## src/rtl/game_pkg.sv

```systemverilog
// Shared game constants and the collision scanner state type.
//
// Positions are packed as {x[18:9], y[8:0]} and refer to the sprite's
// top-left corner. Sprite sizes are 6-bit constants so they can be
// passed directly to the overlap checker.
package game_pkg;

    localparam int POS_W = 19;
    localparam int X_MSB = 18;
    localparam int X_LSB = 9;
    localparam int Y_MSB = 8;

    localparam int SCREEN_W = 640;
    localparam int SCREEN_H = 480;

    localparam int SIZE_W = 6;
    localparam logic [SIZE_W-1:0] ENEMY_W  = 6'd32;
    localparam logic [SIZE_W-1:0] ENEMY_H  = 6'd24;
    localparam logic [SIZE_W-1:0] PLAYER_W = 6'd20;
    localparam logic [SIZE_W-1:0] PLAYER_H = 6'd24;
    localparam logic [SIZE_W-1:0] BULLET_W = 6'd4;
    localparam logic [SIZE_W-1:0] BULLET_H = 6'd8;

    typedef enum logic [2:0] {
        ST_IDLE,
        ST_CAPTURE,
        ST_SCAN_P,
        ST_SCAN_E,
        ST_DONE
    } scanState_t;

endpackage

```

## src/rtl/aabb_overlap.sv

```systemverilog
// Combinational axis-aligned bounding-box overlap test.
//
// Ports:
//   posA, posB       : {x, y} top-left corners of the two boxes
//   widthA, heightA  : size of box A
//   widthB, heightB  : size of box B
//   hit              : 1 when the boxes strictly overlap (touching edges do not count)
module aabb_overlap
    import game_pkg::*;
(
    input  logic [POS_W-1:0]  posA,
    input  logic [POS_W-1:0]  posB,
    input  logic [SIZE_W-1:0] widthA,
    input  logic [SIZE_W-1:0] heightA,
    input  logic [SIZE_W-1:0] widthB,
    input  logic [SIZE_W-1:0] heightB,
    output logic              hit
);

    // Everything is widened to 11 bits so that coordinate + size never wraps.
    logic [10:0] ax, ay, bx, by;
    logic [10:0] aw, ah, bw, bh;

    assign ax = 11'(posA[X_MSB:X_LSB]);
    assign ay = 11'(posA[Y_MSB:0]);
    assign bx = 11'(posB[X_MSB:X_LSB]);
    assign by = 11'(posB[Y_MSB:0]);
    assign aw = 11'(widthA);
    assign ah = 11'(heightA);
    assign bw = 11'(widthB);
    assign bh = 11'(heightB);

    assign hit = (ax < bx + bw) && (bx < ax + aw) &&
                 (ay < by + bh) && (by < ay + ah);

endmodule

```

## src/rtl/bullet_collision_scanner.sv

```systemverilog
// Per-frame bullet collision scanner.
//
// On a frame tick the scanner snapshots all bullet/enemy/player state, then
// walks every player bullet against every enemy (one pair per cycle) and
// then every enemy bullet against the player (one bullet per cycle). The
// resulting kill/clear masks are valid on the o_fDone pulse and hold until
// the next scan starts.
//
// Ports:
//   i_Clk, i_Rst            : clock, synchronous active-high reset
//   i_fTick                 : frame-start pulse requesting a scan
//   i_Enemy*/i_Player*      : enemy and player alive flags and positions
//   i_PlayerBullet*         : player bullet active flags and positions
//   i_EnemyBullet*          : enemy bullet active flags and positions
//   o_EnemyKill             : enemies hit during this scan
//   o_PlayerBulletClear     : player bullets to deactivate
//   o_EnemyBulletClear      : enemy bullets to deactivate
//   o_PlayerHit             : player was hit during this scan
//   o_KillCount             : number of enemies killed
//   o_fBusy, o_fDone        : scan in progress / one-cycle results-valid pulse
//   o_fOverrun              : one-cycle pulse when a tick arrives while busy
module bullet_collision_scanner
    import game_pkg::*;
#(
    parameter int MAX_ENEMY         = 15,
    parameter int MAX_ENEMY_BULLET  = 31,
    parameter int MAX_PLAYER_BULLET = 15
) (
    input  logic                                i_Clk,
    input  logic                                i_Rst,
    input  logic                                i_fTick,
    input  logic [MAX_ENEMY-1:0]                i_EnemyState,
    input  logic [POS_W*MAX_ENEMY-1:0]          i_EnemyPosition,
    input  logic                                i_PlayerState,
    input  logic [POS_W-1:0]                    i_PlayerPosition,
    input  logic [MAX_PLAYER_BULLET-1:0]        i_PlayerBulletState,
    input  logic [POS_W*MAX_PLAYER_BULLET-1:0]  i_PlayerBulletPosition,
    input  logic [MAX_ENEMY_BULLET-1:0]         i_EnemyBulletState,
    input  logic [POS_W*MAX_ENEMY_BULLET-1:0]   i_EnemyBulletPosition,
    output logic [MAX_ENEMY-1:0]                o_EnemyKill,
    output logic [MAX_PLAYER_BULLET-1:0]        o_PlayerBulletClear,
    output logic [MAX_ENEMY_BULLET-1:0]         o_EnemyBulletClear,
    output logic                                o_PlayerHit,
    output logic [3:0]                          o_KillCount,
    output logic                                o_fBusy,
    output logic                                o_fDone,
    output logic                                o_fOverrun
);

    localparam int IW = (MAX_ENEMY > 1)         ? $clog2(MAX_ENEMY)         : 1;
    localparam int JW = (MAX_PLAYER_BULLET > 1) ? $clog2(MAX_PLAYER_BULLET) : 1;
    localparam int KW = (MAX_ENEMY_BULLET > 1)  ? $clog2(MAX_ENEMY_BULLET)  : 1;

    localparam logic [IW-1:0]    LAST_I   = IW'(MAX_ENEMY - 1);
    localparam logic [JW-1:0]    LAST_J   = JW'(MAX_PLAYER_BULLET - 1);
    localparam logic [KW-1:0]    LAST_K   = KW'(MAX_ENEMY_BULLET - 1);
    localparam logic [Y_MSB:0]   SCREEN_Y = SCREEN_H[Y_MSB:0];

    scanState_t state, stateNext;

    logic [IW-1:0] enemyIdx;
    logic [JW-1:0] pBulletIdx;
    logic [KW-1:0] eBulletIdx;

    logic [MAX_ENEMY-1:0]                snapEnemyState;
    logic [POS_W*MAX_ENEMY-1:0]          snapEnemyPos;
    logic                                snapPlayerState;
    logic [POS_W-1:0]                    snapPlayerPos;
    logic [MAX_PLAYER_BULLET-1:0]        snapPbState;
    logic [POS_W*MAX_PLAYER_BULLET-1:0]  snapPbPos;
    logic [MAX_ENEMY_BULLET-1:0]         snapEbState;
    logic [POS_W*MAX_ENEMY_BULLET-1:0]   snapEbPos;

    logic [POS_W-1:0] curEnemyPos, curPbPos, curEbPos;
    logic             pbVsEnemyHit, ebVsPlayerHit;

    logic rowDone, doKill, doClearP, doClearE, doHit;

    assign curEnemyPos = snapEnemyPos[enemyIdx*POS_W +: POS_W];
    assign curPbPos    = snapPbPos[pBulletIdx*POS_W +: POS_W];
    assign curEbPos    = snapEbPos[eBulletIdx*POS_W +: POS_W];

    aabb_overlap playerBulletVsEnemy (
        .posA    (curPbPos),
        .posB    (curEnemyPos),
        .widthA  (BULLET_W),
        .heightA (BULLET_H),
        .widthB  (ENEMY_W),
        .heightB (ENEMY_H),
        .hit     (pbVsEnemyHit)
    );

    aabb_overlap enemyBulletVsPlayer (
        .posA    (curEbPos),
        .posB    (snapPlayerPos),
        .widthA  (BULLET_W),
        .heightA (BULLET_H),
        .widthB  (PLAYER_W),
        .heightB (PLAYER_H),
        .hit     (ebVsPlayerHit)
    );

    assign o_fBusy = (state != ST_IDLE);
    assign o_fDone = (state == ST_DONE);

    // State register.
    always_ff @(posedge i_Clk) begin
        if (i_Rst) state <= ST_IDLE;
        else       state <= stateNext;
    end

    // Next state plus the per-cycle scan actions. A player bullet row ends
    // early when the bullet is inactive, off screen, or has just killed an
    // enemy; an enemy that was already killed this scan cannot be hit again.
    always_comb begin
        stateNext = state;
        rowDone   = 1'b0;
        doKill    = 1'b0;
        doClearP  = 1'b0;
        doClearE  = 1'b0;
        doHit     = 1'b0;
        case (state)
            ST_IDLE: begin
                if (i_fTick) stateNext = ST_CAPTURE;
            end
            ST_CAPTURE: begin
                stateNext = ST_SCAN_P;
            end
            ST_SCAN_P: begin
                if (!snapPbState[pBulletIdx]) begin
                    rowDone = 1'b1;
                end else if (curPbPos[Y_MSB:0] >= SCREEN_Y) begin
                    doClearP = 1'b1;
                    rowDone  = 1'b1;
                end else if (snapEnemyState[enemyIdx] && !o_EnemyKill[enemyIdx] && pbVsEnemyHit) begin
                    doKill   = 1'b1;
                    doClearP = 1'b1;
                    rowDone  = 1'b1;
                end else if (enemyIdx == LAST_I) begin
                    rowDone = 1'b1;
                end
                if (rowDone && (pBulletIdx == LAST_J)) stateNext = ST_SCAN_E;
            end
            ST_SCAN_E: begin
                if (snapEbState[eBulletIdx]) begin
                    if (curEbPos[Y_MSB:0] >= SCREEN_Y) begin
                        doClearE = 1'b1;
                    end else if (snapPlayerState && !o_PlayerHit && ebVsPlayerHit) begin
                        doClearE = 1'b1;
                        doHit    = 1'b1;
                    end
                end
                if (eBulletIdx == LAST_K) stateNext = ST_DONE;
            end
            ST_DONE: begin
                stateNext = ST_IDLE;
            end
            default: begin
                stateNext = ST_IDLE;
            end
        endcase
    end

    // Snapshot, scan indices and result masks. Results are cleared only when
    // a new scan captures, so they stay stable for the state owners afterwards.
    always_ff @(posedge i_Clk) begin
        if (i_Rst) begin
            enemyIdx            <= '0;
            pBulletIdx          <= '0;
            eBulletIdx          <= '0;
            snapEnemyState      <= '0;
            snapEnemyPos        <= '0;
            snapPlayerState     <= 1'b0;
            snapPlayerPos       <= '0;
            snapPbState         <= '0;
            snapPbPos           <= '0;
            snapEbState         <= '0;
            snapEbPos           <= '0;
            o_EnemyKill         <= '0;
            o_PlayerBulletClear <= '0;
            o_EnemyBulletClear  <= '0;
            o_PlayerHit         <= 1'b0;
            o_KillCount         <= '0;
            o_fOverrun          <= 1'b0;
        end else begin
            o_fOverrun <= i_fTick && (state != ST_IDLE);
            case (state)
                ST_CAPTURE: begin
                    snapEnemyState      <= i_EnemyState;
                    snapEnemyPos        <= i_EnemyPosition;
                    snapPlayerState     <= i_PlayerState;
                    snapPlayerPos       <= i_PlayerPosition;
                    snapPbState         <= i_PlayerBulletState;
                    snapPbPos           <= i_PlayerBulletPosition;
                    snapEbState         <= i_EnemyBulletState;
                    snapEbPos           <= i_EnemyBulletPosition;
                    o_EnemyKill         <= '0;
                    o_PlayerBulletClear <= '0;
                    o_EnemyBulletClear  <= '0;
                    o_PlayerHit         <= 1'b0;
                    o_KillCount         <= '0;
                    enemyIdx            <= '0;
                    pBulletIdx          <= '0;
                    eBulletIdx          <= '0;
                end
                ST_SCAN_P: begin
                    if (doKill) begin
                        o_EnemyKill[enemyIdx] <= 1'b1;
                        o_KillCount           <= o_KillCount + 4'd1;
                    end
                    if (doClearP) o_PlayerBulletClear[pBulletIdx] <= 1'b1;
                    if (rowDone) begin
                        enemyIdx   <= '0;
                        pBulletIdx <= pBulletIdx + 1'b1;
                    end else begin
                        enemyIdx <= enemyIdx + 1'b1;
                    end
                end
                ST_SCAN_E: begin
                    if (doClearE) o_EnemyBulletClear[eBulletIdx] <= 1'b1;
                    if (doHit)    o_PlayerHit <= 1'b1;
                    eBulletIdx <= eBulletIdx + 1'b1;
                end
                default: begin
                end
            endcase
        end
    end

endmodule

```

## config.mk

```make
export PLATFORM = sky130hd
export DESIGN_NAME = bullet_collision_scanner
export DESIGN_NICKNAME = d
export VERILOG_FILES = /design/src/rtl/game_pkg.sv /design/src/rtl/aabb_overlap.sv /design/src/rtl/bullet_collision_scanner.sv
export SDC_FILE = /design/constraint.sdc
export NUM_CORES = 2
export LEC_CHECK = 0
export BUFFER_PORTS_ARGS = -buffer_cell sky130_fd_sc_hd__buf_2
export CORE_AREA = 2 2 513 515
export DETAILED_ROUTE_END_ITERATION = 10
export DIE_AREA = 0 0 515 517
export GPL_ROUTABILITY_DRIVEN = 0
export SYNTH_ARGS = -nofsm -noshare
export SYNTH_HDL_FRONTEND = slang
export SYNTH_SLANG_ARGS = --single-unit
export TNS_END_PERCENT = 10
```

## constraint.sdc

```tcl
create_clock -name i_Clk -period 5.55 [get_ports i_Clk]
set_input_delay 0.2775 -clock i_Clk [delete_from_list [all_inputs] [get_ports i_Clk]]
set_output_delay 0.2775 -clock i_Clk [all_outputs]
set_load 0.01 [all_outputs]
```

## Yosys cells after proc, flatten, opt, wreduce, memory -nomap -nowiden

Index checks and enable logic that the tools add are counted.

| storage, ports and cells | value |
|---|---|
| register bits | 1323 |
| word-level logic and storage cells | 150 |
| output and inout bits | 69 |
| input bits | 1243 |

| operators by class | value |
|---|---|
| reduce and logical (&&, ||, !) cells | 27 |
| muxes and demuxes | 53 |
| bitwise operators | 3 |
| add/subtract/negate cells | 12 |
| $lt $le $gt $ge | 16 |
| equality and inequality tests | 15 |
| shifts and indexed selects | 3 |
| multipliers | 3 |

Operators by type and width:

| cell | number |
|---|---|
| 589-bit by 11-bit variable part select with 19-bit output | 1 |
| 285-bit by 10-bit variable part select with 19-bit output | 2 |
| 31-bit case mux with 2 select lines | 1 |
| 15-bit case mux with 2 select lines | 2 |
| 10-bit by 11-bit less-than comparator with 1-bit output | 4 |
| 9-bit by 11-bit less-than comparator with 1-bit output | 4 |
| 31-bit two-way mux | 1 |
| 31-bit OR | 1 |
| 15-bit two-way mux | 2 |
| 15-bit OR | 2 |
| 1-bit two-way mux | 28 |
| 4-bit case mux with 2 select lines | 3 |
| 10-bit by 3-bit adder with 11-bit output, second input constant | 2 |
| 9-bit by 4-bit adder with 10-bit output, second input constant | 2 |
| 9-bit by 5-bit adder with 10-bit output, second input constant | 2 |
| 9-bit greater-or-equal comparator, second input constant | 2 |
| 4-bit by 5-bit multiplier with 9-bit output, second input constant | 2 |
| 2-bit inequality test, second input constant | 8 |
| 1-bit logical AND | 15 |
| 4-bit by 1-bit adder with 4-bit output, second input constant | 3 |
| 1-bit binary-select mux with 4-bit select | 3 |
| 4-bit two-way mux | 3 |
| 3-bit case mux with 4 select lines | 1 |
| 10-bit by 5-bit adder with 11-bit output, second input constant | 1 |
| 24 further kinds | 37 |

## Logic depth before layout (Yosys ltp)

| depth | value |
|---|---|
| word-level depth | 15 |
| mapped depth | 25 |
| mapped depth without buffers | 19 |

## Modules after synthesis

Synthesis repeated with hierarchy kept, for this count alone.

| second synthesis, totals | value |
|---|---|
| cell total of the unflattened synthesis | 6945 |
| area total of the unflattened synthesis | 58812.7 µm² |

Modules (own cells, without submodules):

| module | sequential area each (µm²) | area each (µm²) | cells each | times used |
|---|---|---|---|---|
| bullet_collision_scanner | 26485.4 | 55116.6 | 6487 | 1 |
| aabb_overlap | 0.0 | 1848.0 | 229 | 2 |

## Worst setup path before layout

OpenSTA, ideal clock, no wires.

| timing path | value |
|---|---|
| path type | reg-to-reg |
| start point | register enemyIdx[1] |
| end point | register o_KillCount[0] |
| arrival | 4.913 ns |
| stages on the path, launching flop included | 21 |
| library setup time | 0.065 ns |
| buffers on the path | 6 |
| path slack | 0.572 ns |
| data required time | 5.485 ns |
| clock period less this slack | 4.978 ns |
| cells stage by stage | dfxtp_1 buf_2 buf_2 buf_2 buf_1 buf_1 mux2i_1 o21ai_0 mux4_2 inv_1 ha_1 a21o_1 a21o_1 a211oi_1 a311oi_1 o32a_1 a2111o_1 buf_6 nor2_8 mux2_2 nor2_1 |

| between the ends | value |
|---|---|
| word-level cells in the longest chain between the ends | 14 |
| elaborated cells on any way between the ends | 24 |
| those cells by class | add/sub (2); mul (1); order compare (4); eq/ne (1); shift (1); mux (8); reduce/logical (7) |

RTL lines:

| item | RTL line | RTL |
|---|---|---|
| start: declaration | bullet_collision_scanner.sv:61 | `logic [IW-1:0] enemyIdx;` |
| start signal: assignment | bullet_collision_scanner.sv:216 | `enemyIdx <= enemyIdx + 1'b1;` |
| 4-bit by 5-bit multiplier with 9-bit output | bullet_collision_scanner.sv:79 | `assign curEnemyPos = snapEnemyPos[enemyIdx*POS_W +: POS_W];` |
| 285-bit by 10-bit variable part select with 19-bit output | bullet_collision_scanner.sv:79 |  |
| 10-bit by 6-bit adder with 11-bit output | aabb_overlap.sv:33 | `assign hit = (ax < bx + bw) && (bx < ax + aw) &&` |
| 10-bit by 11-bit less-than comparator with 1-bit output | aabb_overlap.sv:33 |  |
| 1-bit logical AND (2 in a row) | aabb_overlap.sv:33 |  |
| 1-bit logical AND | aabb_overlap.sv:34 | `(ay < by + bh) && (by < ay + ah);` |
| 1-bit logical AND (*) | bullet_collision_scanner.sv:135 | `end else if (snapEnemyState[enemyIdx] && !o_EnemyKill[enemyIdx] && pbVsEnemyHit) begin` |
| 1-bit two-way mux (*) | bullet_collision_scanner.sv:135 |  |
| 1-bit two-way mux (*) | bullet_collision_scanner.sv:132 | `end else if (curPbPos[Y_MSB:0] >= SCREEN_Y) begin` |
| 1-bit two-way mux (*) | bullet_collision_scanner.sv:130 | `if (!snapPbState[pBulletIdx]) begin` |
| 1-bit two-way mux (*) | bullet_collision_scanner.sv:122 | `case (state)` |
| 2-bit inequality test (no line) (*) | - |  |
| 2-bit AND reduction (no line) (*) | - |  |
| end signal: assignment | bullet_collision_scanner.sv:209 | `o_KillCount <= o_KillCount + 4'd1;` |
| end: declaration | bullet_collision_scanner.sv:44 | `output logic [3:0] o_KillCount,` |

Mark *: on every way between the ends. The rest lies on a longest branch, timed or not. The select of a mux whose other input is x is not followed.
A chain may end at the register's enable or synchronous reset.

## Worst setup path after layout

| timing path | value |
|---|---|
| start point | register eBulletIdx[1] |
| end point | register o_EnemyBulletClear[16] |

| between the ends | value |
|---|---|
| word-level cells in the longest chain between the ends | 14 |
| elaborated cells on any way between the ends | 29 |
| those cells by class | add/sub (2); mul (1); order compare (7); eq/ne (1); shift (1); mux (10); bitwise (1); reduce/logical (6) |

RTL lines:

| item | RTL line | RTL |
|---|---|---|
| start: declaration | bullet_collision_scanner.sv:63 | `logic [KW-1:0] eBulletIdx;` |
| start signal: assignment | bullet_collision_scanner.sv:222 | `eBulletIdx <= eBulletIdx + 1'b1;` |
| 5-bit by 5-bit multiplier with 10-bit output | bullet_collision_scanner.sv:81 | `assign curEbPos = snapEbPos[eBulletIdx*POS_W +: POS_W];` |
| 589-bit by 11-bit variable part select with 19-bit output | bullet_collision_scanner.sv:81 |  |
| 10-bit by 3-bit adder with 11-bit output | aabb_overlap.sv:33 |  |
| 10-bit by 11-bit less-than comparator with 1-bit output | aabb_overlap.sv:33 |  |
| 1-bit logical AND (2 in a row) | aabb_overlap.sv:33 |  |
| 1-bit logical AND | aabb_overlap.sv:34 |  |
| 1-bit logical AND | bullet_collision_scanner.sv:148 | `end else if (snapPlayerState && !o_PlayerHit && ebVsPlayerHit) begin` |
| 1-bit two-way mux | bullet_collision_scanner.sv:148 |  |
| 1-bit two-way mux | bullet_collision_scanner.sv:146 | `if (curEbPos[Y_MSB:0] >= SCREEN_Y) begin` |
| 1-bit two-way mux | bullet_collision_scanner.sv:145 | `if (snapEbState[eBulletIdx]) begin` |
| 1-bit two-way mux | bullet_collision_scanner.sv:122 |  |
| 2-bit inequality test (no line) | - |  |
| 2-bit AND reduction (no line) | - |  |
| end signal: assignment | bullet_collision_scanner.sv:181 | `o_EnemyBulletClear <= '0;` |
| end signal: assignment | bullet_collision_scanner.sv:199 | `o_EnemyBulletClear <= '0;` |
| end signal: indexed assignment | bullet_collision_scanner.sv:220 | `if (doClearE) o_EnemyBulletClear[eBulletIdx] <= 1'b1;` |
| end: declaration | bullet_collision_scanner.sv:42 | `output logic [MAX_ENEMY_BULLET-1:0] o_EnemyBulletClear,` |

Parallel ways exist; a longest one is shown, timed or not. The select of a mux whose other input is x is not followed.

==> summary.txt <==
Worst Hold Class -> in2reg
CP Cell Sequence -> buf_12, buf_4, mux4_2, mux4_2, mux2i_1, inv_1, ha_1, a21o_1, a211o_1, a211oi_1, nand4b_1, a2111o_1, o22ai_1, buf_4, nand2_1, o21ai_0
Syn Inst Count -> 6810
Wire per inst -> 24.1 µm
Vias in the first global route -> 59600
Setup slack after layout -> 293 ps
Biggest area consumer among synthesized cells -> dfxtp_1
Top_reg_cell synth -> dfxtp_1
WP data required -> 6250 ps
Crit share post-route -> 0.947
Final slew viol count -> 0
Reg2reg start -> eBulletIdx[1]
First-pass GRT wire length -> 425000 µm
Leak -> 33.0 nW
H-tree levels -> 4
CTS Buf Count -> 149
Initial antenna violation count -> 108
Hold endpoint -> snapPbPos[181]
Seq/Total Area, Yosys -> 0.461
FFs w/ async S/R, synth -> 0
Core Box Area -> 0.261 mm²
R2R setup slack -> 290 ps
Largest net degree at the start of global routing -> 211
Count of cell types in the netlist -> 80
Commonest non-fill, non-tap cell in the layout -> nand2_1
HPWL after DPL -> 229000 µm
Final min period -> 5260 ps
CTS Sinks -> 1323
WP data arrival -> 5960 ps
Cell Area, Synth -> 0.0575 mm²
Outcome -> finished, final reports clean
Vias per inst -> 4.81
Final hold vios -> 0
Clock latency on the worst-skew pair -> 790 ps
Pwr dens -> 283 mW/mm²
Final core occ -> 0.329
Grt ovf -> 0
Tot GR Track Use -> 0.220
DRT Pass-1 Iters -> 6
Via count -> 61700
Tightest Pin Transition -> 1220 ps
Pre-CTS setup slack -> -223 ps
Post-Route WL -> 308000 µm
Crit-path slowest cell -> dfxtp_4
Post-synthesis sequential element count -> 1323
Final #Nets -> 10500
Worst Path Class, Setup -> reg2reg
# DRC -> 0
Buf+Inv Stages, Crit Path -> 4
Die footprint -> 0.266 mm²
P&R area growth vs syn -> 49.3%
Reg2reg end -> o_EnemyBulletClear[16]
Delay-heaviest family, CP -> compound AO/OA/AOI/OAI gates
Final Setup Violations -> 0
CP Launch Type -> register
Worst hold slack -> 277 ps
Die width -> 515 µm
Layout cells sized above 1 -> 0.219
Post-synth top area share -> 0.461
Hold Path Cell Cnt -> 4
CTS tree -> yes
Worst reg-to-reg path cell count -> 16
Post-synth EDFFs -> 0
Top post-synthesis cells by area -> dfxtp_1 (46%), nand2_1 (17%), a21oi_1 (11%)
RSZ-0062 raised after global routing -> no
Clk slew on worst S/H paths -> 60 ps
Drt first-iter violations -> 6221
Synth Area per Inst -> 8.44 µm²
Critical path's largest stage delay -> 530 ps
DIE HEIGHT -> 517 µm
Clock tree buffer depth -> 3
Starting Density -> 0.220
CTS Root Cell -> clkbuf_16
Max-cap viol count -> 0
CP endpoint kind -> register
Commonest cells after routing, fill and taps aside -> nand2_1 (2628), dfxtp_1 (1312), buf_2 (1310)
Final ANT Viol Nets -> 0
Max Fclk -> 190 MHz
Maximum VDD drop -> 0.279 mV
I/O Pins -> 1312
Slew HR -> 0.188
Cell row count -> 188
Yosys warns -> 0
Max FO, Critical Path -> 30
Layout Skew -> 34.2 ps
Buffers on Ports -> 1311
Pwr Total -> 24.3 mW
Post-Syn Nets -> 8139
Worst Hold Launch -> i_PlayerBulletPosition[181]
## Yosys cell counts (all sizes together) (3+ instances only)
| library cell | n |
|---|---|
| nand2 | 2630 |
| dfxtp | 1323 |
| a21oi | 1264 |
| clkbuf | 433 |
| mux4 | 296 |
| buf | 105 |
| o21ai | 87 |
| ha | 86 |
| mux2i | 71 |
| inv | 65 |
| nor2 | 63 |
| nand3 | 31 |
| a22oi | 30 |
| mux2 | 28 |
| xnor2 | 25 |
| a21o | 21 |
| nand4 | 19 |
| a31oi | 18 |
| xor2 | 18 |
| a211oi | 17 |
| o211ai | 16 |
| and2 | 15 |
| nor2b | 14 |
| a221o | 12 |
| o2bb2ai | 11 |
| nor3 | 10 |
| a41oi | 8 |
| and3 | 7 |
| a22o | 6 |
| nand2b | 6 |
| and4b | 5 |
| nand3b | 5 |
| o2111ai | 5 |
| a211o | 4 |
| nand4b | 4 |
| nor3b | 4 |
| o21a | 4 |
| o221ai | 4 |
| o22ai | 4 |
| o31ai | 4 |
| or3 | 4 |
| nor4 | 3 |
| o32ai | 3 |
## worst max-delay path by stage
| stage | from | to | slack, ps | cells past startpoint |
|---|---|---|---|---|
| after floorplan | enemyIdx[1] | o_KillCount[0] | 570 | 20 |
| after global placement | pBulletIdx[0] | state[0] | -180 | 16 |
| after detailed placement | pBulletIdx[0] | state[0] | -220 | 16 |
| after CTS | eBulletIdx[0] | o_EnemyBulletClear[5] | 130 | 16 |
| after global routing | enemyIdx[0] | enemyIdx[1] | 8 | 15 |
| final | eBulletIdx[1] | o_EnemyBulletClear[16] | 290 | 16 |
## registers in the layout, indices dropped and copies added, names as in the netlist
signal and flops:
snapEbState 31, o_PlayerHit 1, snapEbPos 589, enemyIdx 4, snapPbState 15, o_fOverrun 1
snapPbPos 285, o_EnemyKill 15, o_PlayerBulletClear 15, state 3, snapEnemyPos 285, pBulletIdx 4
snapPlayerPos 19, o_EnemyBulletClear 31, snapPlayerState 1, snapEnemyState 15, eBulletIdx 5, o_KillCount 4
## worst reg2reg max path, cell delays in order, from the launching register on
cell and delay (ps):
dfxtp_4 530, buf_12 270, buf_4 380, mux4_2 400, mux4_2 490, mux2i_1 320, inv_1 150, ha_1 340
a21o_1 170, a211o_1 320, a211oi_1 300, nand4b_1 140, a2111o_1 460, o22ai_1 210, buf_4 230, nand2_1 210
o21ai_0 240
## stage by stage
stage	instances	instance area, µm²	TNS, ps
after CTS	12700	85600	0
after floorplan	6810	57500	0
after global placement	11200	67600	-2030
after global routing	12800	85800	0
after detailed placement	11200	67600	-2310
final	12800	85900	0
## final cells by class
cell class                 count  area, µm²
fill                       26600     175000
inverter                      66        248
timing repair buffer        2778      21200
clock buffer                 216       4300
antenna                       72        180
multi-input combinational   4883      28500
tap                         3420       4280
sequential                  1323      26500
clock inverter                48        636
## logic make-up (layout without fill, tap and decap cells)
| group | count (synthesis) | count (layout) | synth area share |
|---|---|---|---|
| multiplexers | 395 | 395 | 0.135 |
| buffers and inverters | 604 | 3108 | 0.0443 |
| adder cells (fa/ha/maj) | 86 | 86 | 0.0187 |
| other | 0 | 72 | 0 |
| AND/OR/NAND/NOR | 2824 | 2824 | 0.191 |
| XOR/XNOR | 43 | 43 | 0.00655 |
| AO/OA/AOI/OAI | 1535 | 1535 | 0.144 |
| flip-flops | 1323 | 1323 | 0.461 |
## where the power goes
group | switching [mW] | internal (mW)
registers | 0.374 | 10.0
clock network | 4.38 | 5.76
logic | 2.06 | 1.73
total | 6.82 | 17.5
## what timing repair did
item | 4_1_cts | 5_1_grt
hold buffers | 1309 | 0
gates resized for setup | 1 | 2
setup buffers | 0 | 7
setup endpoints to repair | 19 | 33
pin swaps | 0 | 0
hold endpoints to repair | 1244 | 0
## metal layers
metal  share of wire  track usage  up-vias
li1                -            -    27900
met1            0.40        0.269    29500
met2            0.46        0.361     3342
met3           0.082       0.0499      820
met4           0.056        0.114       38
met5         0.00083            0        -
Note: power is estimated with default switching activity, not from simulation.
